[src/rtl/conv3x3_window.sv]
// 3x3 sliding-window convolution over three row-aligned pixel streams.
// A loadable signed kernel is applied to each complete window. The sum is
// shifted and saturated to pixel width, and one pixel is emitted per window
// with a fixed latency.
module conv3x3_window #(
  parameter int DATA_WIDTH = 16,
  parameter int LENGTH     = 100,
  parameter int COL_WIDTH  = 7,
  parameter int COEF_WIDTH = 8,
  parameter int SHIFT      = 0
) (
  input  logic                    clk,
  input  logic                    rst_n,
  input  logic [DATA_WIDTH-1:0]   row0_in,
  input  logic [DATA_WIDTH-1:0]   row1_in,
  input  logic [DATA_WIDTH-1:0]   row2_in,
  input  logic                    in_valid,
  input  logic [9*COEF_WIDTH-1:0] coef,
  input  logic                    coef_load,
  output logic [DATA_WIDTH-1:0]   data_out,
  output logic                    out_valid
);

  localparam int PW = DATA_WIDTH + COEF_WIDTH + 1;  // product width
  localparam int RW = PW + 2;                       // per-row sum width
  localparam int AW = DATA_WIDTH + COEF_WIDTH + 5;  // accumulator width
  localparam logic [COL_WIDTH-1:0] LAST_COL = COL_WIDTH'(LENGTH - 1);
  localparam logic signed [AW-1:0] MAX_PIX  = AW'({DATA_WIDTH{1'b1}});

  typedef logic signed [COEF_WIDTH-1:0] coef_t;

  coef_t                  k      [9];
  logic [DATA_WIDTH-1:0]  rows   [3];
  logic [DATA_WIDTH-1:0]  col1   [3];
  logic [DATA_WIDTH-1:0]  col0   [3];
  logic [DATA_WIDTH-1:0]  pix    [9];
  logic [COL_WIDTH-1:0]   col_cnt;
  logic signed [PW-1:0]   prod_c [9];
  logic signed [PW-1:0]   prod_q [9];
  logic signed [RW-1:0]   rsum_q [3];
  logic signed [AW-1:0]   total_q;
  logic signed [AW-1:0]   shifted;
  logic [DATA_WIDTH-1:0]  sat;
  logic                   v1, v2, v3;

  assign rows[0] = row0_in;
  assign rows[1] = row1_in;
  assign rows[2] = row2_in;

  // Kernel register: identity after reset, reloaded on coef_load.
  always_ff @(posedge clk) begin
    if (!rst_n) begin
      for (int unsigned i = 0; i < 9; i++) k[i] <= (i == 4) ? coef_t'(1) : '0;
    end else if (coef_load) begin
      for (int unsigned i = 0; i < 9; i++) k[i] <= coef[i*COEF_WIDTH +: COEF_WIDTH];
    end
  end

  // Per-row 2-deep shift registers and column counter, advancing on beats only.
  always_ff @(posedge clk) begin
    if (!rst_n) begin
      for (int unsigned r = 0; r < 3; r++) begin
        col1[r] <= '0;
        col0[r] <= '0;
      end
      col_cnt <= '0;
    end else if (in_valid) begin
      for (int unsigned r = 0; r < 3; r++) begin
        col0[r] <= col1[r];
        col1[r] <= rows[r];
      end
      col_cnt <= (col_cnt == LAST_COL) ? '0 : col_cnt + 1'b1;
    end
  end

  // Window taps (index 3r+c) and their signed products with the current kernel.
  always_comb begin
    for (int unsigned r = 0; r < 3; r++) begin
      pix[3*r]     = col0[r];
      pix[3*r + 1] = col1[r];
      pix[3*r + 2] = rows[r];
    end
    for (int unsigned i = 0; i < 9; i++) begin
      prod_c[i] = PW'(signed'({1'b0, pix[i]})) * PW'(k[i]);
    end
  end

  // Shift and clamp the total into [0, 2^DATA_WIDTH-1].
  always_comb begin
    shifted = total_q >>> SHIFT;
    if (shifted[AW-1])          sat = '0;
    else if (shifted > MAX_PIX) sat = '1;
    else                        sat = shifted[DATA_WIDTH-1:0];
  end

  // Free-running pipeline: products, row sums, total, then saturated output.
  // The total is registered separately from the saturation so the result of a
  // beat sampled at edge E0 appears after E3 while products still use the
  // kernel in force at E0.
  always_ff @(posedge clk) begin
    if (!rst_n) begin
      for (int unsigned i = 0; i < 9; i++) prod_q[i] <= '0;
      for (int unsigned r = 0; r < 3; r++) rsum_q[r] <= '0;
      total_q   <= '0;
      v1        <= 1'b0;
      v2        <= 1'b0;
      v3        <= 1'b0;
      out_valid <= 1'b0;
      data_out  <= '0;
    end else begin
      v1 <= in_valid && (col_cnt >= COL_WIDTH'(2));
      for (int unsigned i = 0; i < 9; i++) prod_q[i] <= prod_c[i];
      v2 <= v1;
      for (int unsigned r = 0; r < 3; r++) begin
        rsum_q[r] <= RW'(prod_q[3*r]) + RW'(prod_q[3*r + 1]) + RW'(prod_q[3*r + 2]);
      end
      v3      <= v2;
      total_q <= AW'(rsum_q[0]) + AW'(rsum_q[1]) + AW'(rsum_q[2]);
      out_valid <= v3;
      if (v3) data_out <= sat;
    end
  end

endmodule
[config.mk]
export PLATFORM = sky130hd
export DESIGN_NAME = conv3x3_window
export DESIGN_NICKNAME = d
export VERILOG_FILES = /design/src/rtl/conv3x3_window.sv
export SDC_FILE = /design/constraint.sdc
export NUM_CORES = 2
export LEC_CHECK = 0
export ABC_AREA = 0
export CAP_MARGIN = 20
export CORE_ASPECT_RATIO = 0.7
export CORE_MARGIN = 3
export CORE_UTILIZATION = 45
export DETAILED_ROUTE_END_ITERATION = 6
export PLACE_DENSITY = 0.72
export SLEW_MARGIN = 40
export SYNTH_ARGS = -nofsm -noshare
export SYNTH_HDL_FRONTEND = slang
export SYNTH_SLANG_ARGS = --single-unit
[constraint.sdc]
create_clock -name clk -period 13.3 [get_ports clk]
set_input_delay 2.66 -clock clk [delete_from_list [all_inputs] [get_ports clk]]
set_output_delay 2.66 -clock clk [all_outputs]
set_load 0.01 [all_outputs]
==> results by stage <==
Yosys:
- The sequential-to-total area share from yosys stat is 19.90%.
- The synthesized netlist occupies a cell area of 61770 sq um.
- In the synthesized netlist, the number of instances is 6659.
- Yosys attributes the largest share of cell area to fa_1, ha_1, dfxtp_1.
- The number of enable flip-flop cells after synthesis is 168.
- Synthesis instantiated 84 different standard cells from the library.
- After synthesis, the most frequently instantiated cells are inv_1, fa_1, and2_1.
- The share of flip-flops with an asynchronous set or reset is 0%.
- The average footprint of a synthesized cell is 9.275 sq um.
- Summed over all instances, the cell type with the most area after synthesis is fa_1.
- The number of warnings issued by yosys is 0.
- The net count of the mapped netlist is 8289.
- The most repeated cell in the gate-level netlist after synthesis is inv_1.
- The most used flip-flop cell after synthesis is dfxtp_1.
- Summed over its instances, the top area cell type makes up 28.23% of the synthesized netlist area.
- In this run, synthesis produced a sequential element count of 530.

Worst setup path:
- The worst flop-to-flop path endpoint is prod_q[0][23]$_SDFF_PN0_.
- The kind of critical path is in -> reg.
- The critical path capture point type is a register.
- The slowest stage of the critical path is the clkdlybuf4s50_1 cell.
- The startpoint of the most critical register-to-register path is k[0][7]$_SDFFCE_PN0P_.
- Traced cell by cell, the critical path runs through clkdlybuf4s50_1 > nand2_1 > fa_1 > fa_1 > inv_1 > fa_1 > inv_1 > fa_1 > inv_1 > ha_1 > o21ai_1 > o211ai_1 > a41oi_1 > a211oi_1 > a211o_1 > a21oi_1 > xor2_1 > nor2_1.
- The data arrival time of the critical path is 7.70 ns.
- The worst register-to-register path has a depth of 17.
- The peak fanout along the critical path is 9.
- The reg-to-reg setup timing slack is 7.24 ns.
- The longest individual stage delay on the worst path is 0.70 ns.
- In this design, the critical path's most frequently occurring cell is fa_1.
- STA puts the critical path data required time at 13.82 ns.
- The worst setup path is launched from an input pin.

Clocking:
- TritonCTS built the clock tree.
- The clock net sink count is 530.
- After clock tree synthesis, the clock-pin slew on the worst setup and hold paths is 0.06 ns.
- In this run the deepest clock path goes through 3 buffers.
- The number of buffers created by CTS is 61.
- The clock tree root driver cell is clkbuf_16.
- Once the clock tree was built, the setup fixing pass inserted 0 buffers.
- The depth of the CTS H-tree is 2.
- Hold repair after CTS inserted 0 buffers.
- Once the clock tree was built, the resizer swapped 0 gates to a different size.
- At the later pin of the worst-skew pair, clock insertion delay measures 0.70 ns.

Drt:
- The detailed-route vias per instance is 5.256.
- The DRC violation total after the first TritonRoute iteration is 3419.
- The total length of routed wires is 155600 um.
- The total number of vias is 45070.
- For this run, design rule violations remaining after detail routing come to 0.
- The first-pass iteration count of the detailed router is 5.
- The count of nets left with antenna violations after detail routing is 0.
- In the final routed layout, each cell accounts on average for 18.15 um.

Worst hold path:
- The min-delay analysis places its worst path in the category reg -> reg.
- Counting instances, the worst hold path has a depth of 1.
- The terminating pin of the worst hold path is v2$_SDFF_PN0_.
- The beginning of the worst hold path is v1$_SDFF_PN0_.

Final layout:
- Of the cells placed in the final design, the portion with a size suffix greater than 1 is 2.020%.
- The register area is 12290 sq um.
- After routing the design area is 66920 sq um.
- The relative area change from synthesis to final layout is 8.342%.
- After filler insertion, the fill cell instance count of the layout stands at 12520.
- The multi-input combinational cells in the finished layout cover a total of 44170 sq um.
- The final layout contains 8313 nets.

Pwr:
- The proportion of power drawn by combinational gates is 60.2%.
- Summed over all cells, the static leakage comes to 0.03353 uW.
- Net switching is 46.82% of the power.
- The cell-internal power is 5629 uW.
- The maximum ir drop on the vdd rail is 0.1308 mV.
- The power per cell area is 158.2 nW/um^2.
- Per report_power, the sequential group accounts for 23.3% of the total.
- The power dissipated by switching net loads is 4957 uW.
- The clock network fraction of total power is 16.4%.

Floorplanning:
- The die covers 141800 sq um.
- The standard cell core area is 136000 sq um.
- The effective utilization at floorplan is 45.41%.
- The floorplan step set the die width to 448.8 um.
- In this run the count of I/O pins placed on the die edge is 141.
- The number of rows created at floorplan is 113.
- The die height is 316.0 um.

Timing:
- The smallest clock period supported by the final layout is computed as 7.177 ns.
- The worst pin sits at a relative slew slack of 45.91%.
- Timing would allow up to 0.1393 GHz.
- Setup repair after global routing left no endpoint under its margin.
- The actual transition at the worst max-transition pin is 0.8114 ns.
- The final cycle utilization of the critical path is 53.96%.
- The sum of negative setup slack is 0 ns.
- The max-slew violation count was 0.
- The worst-case clock skew is 0.04675 ns.
- Setup violations remaining at the end of the flow were counted as 0.
- The count of final hold-check violations is 0.

Run status:
- The flow ran to the end, and the final reports show no timing, DRC or antenna violations.

Placed design:
- The post-placement cell area is 64850 sq um.
- The number of I/O port buffers is 140.
- The congestion estimate from routability-driven global placement came to 0.9049.
- The HPWL after detailed placement is 123400 um.

Global route:
- The first-pass GRT wire length is 254100 um.
- The overall routing resource usage is 22.25%.
- The via count of the first global-routing pass is 46390.
- The number of antenna violations at the first check in global routing is 5.
- The leftover overflow at the end of global routing is 0.
- The largest net degree at the start of global routing is 145.

Flow run:
- The max-cap check violation count is 0.
## layer usage
metal,vias up,routed length (um),GRT usage (%)
li1,21090,-,-
met1,22390,75440,33.48
met2,1369,64740,32.58
met3,216,11750,4.686
met4,0,3672,5.372
met5,-,0,0
## flip-flops by register name (all words and copies together), names as in the netlist, 7 cells and up
register / count
col0: 48
data_out: 16
k: 72
rsum_q: 81
shifted: 29
prod_q: 225
col1: 48
col_cnt: 7
## worst max-delay path, delay by kind of cell
family	cells	cell delay, ns
AOI/OAI and AO/OA	6	1.54
adders and majority gates	5	2.32
and+or+nand+nor	2	0.19
xor gates and xnor gates	1	0.15
buffers and inverters	4	0.84
## placed cells by master, fill, tap and decap left out, types with 75 or more instances in the layout
| cell type | Yosys | final |
|---|---|---|
| a21o_1 | 136 | 136 |
| a21oi_1 | 204 | 204 |
| and2_1 | 867 | 867 |
| and3_1 | 197 | 197 |
| clkdlybuf4s50_1 | 0 | 137 |
| dfxtp_1 | 362 | 361 |
| edfxtp_1 | 168 | 168 |
| fa_1 | 871 | 871 |
| ha_1 | 635 | 635 |
| inv_1 | 1218 | 1217 |
| nand2_1 | 339 | 339 |
| nor2_1 | 485 | 485 |
| o21ai_0 | 78 | 78 |
| o21ai_1 | 75 | 75 |
| xnor2_1 | 104 | 104 |
| xor2_1 | 106 | 106 |
## cell type report
cell class | count | area share (%)
Antenna cell | 1 | 0.003740
Clock buffer | 84 | 2.631
Clock inverter | 29 | 0.4431
Inverter | 1222 | 6.879
Multi-Input combinational cell | 4717 | 66.01
Sequential cell | 530 | 18.37
Tap cell | 1840 | 3.440
Timing Repair Buffer | 151 | 2.225
## stage by stage
stage | utilization [%] | hold slack [ns] | cells | power, uW | setup WS [ns]
6_report | 49.20 | 0.4374 | 8574 | 10590 | 6.123
5_1_grt | 49.20 | 0.4527 | 8573 | 11550 | 5.837
4_1_cts | 49.19 | 0.4387 | 8573 | 10570 | 6.211
3_5_place_dp | 47.68 | 0.4276 | 8460 | 8753 | 5.489
3_3_place_gp | 47.68 | 0.4156 | 8460 | 8596 | 5.549
2_1_floorplan | - | 0.4119 | 6659 | 7048 | 6.505
## power by group through the flow
stage	clock network (uW)	logic (uW)	registers, uW
2_1_floorplan	0	4780	2270
3_3_place_gp	0	6100	2490
3_5_place_dp	0	6260	2500
4_1_cts	1780	6320	2470
5_1_grt	1840	7200	2510
6_report	1740	6380	2470
## how the worst max path moves through the flow
stage          cells after the start        from                         to
5_1_grt                           18  row2_in[5]  prod_q[0][221]$_SDFF_PN0_
2_1_floorplan                     16  row0_in[8]   prod_q[0][73]$_SDFF_PN0_
6_report                          18  row2_in[5]  prod_q[0][221]$_SDFF_PN0_
3_3_place_gp                      17  row2_in[8]  prod_q[0][221]$_SDFF_PN0_
3_5_place_dp                      16  row0_in[6]   prod_q[0][73]$_SDFF_PN0_
4_1_cts                           18  row2_in[4]  prod_q[0][221]$_SDFF_PN0_
## logic make-up after synthesis
family,synth area share (%)
xor+xnor,2.978
fa+ha+maj,41.09
simple gates,18.81
compound gates,8.038
flops,19.90
buf+inv,8.597
mux,0.5834
Power figures use the tool's default switching activity.
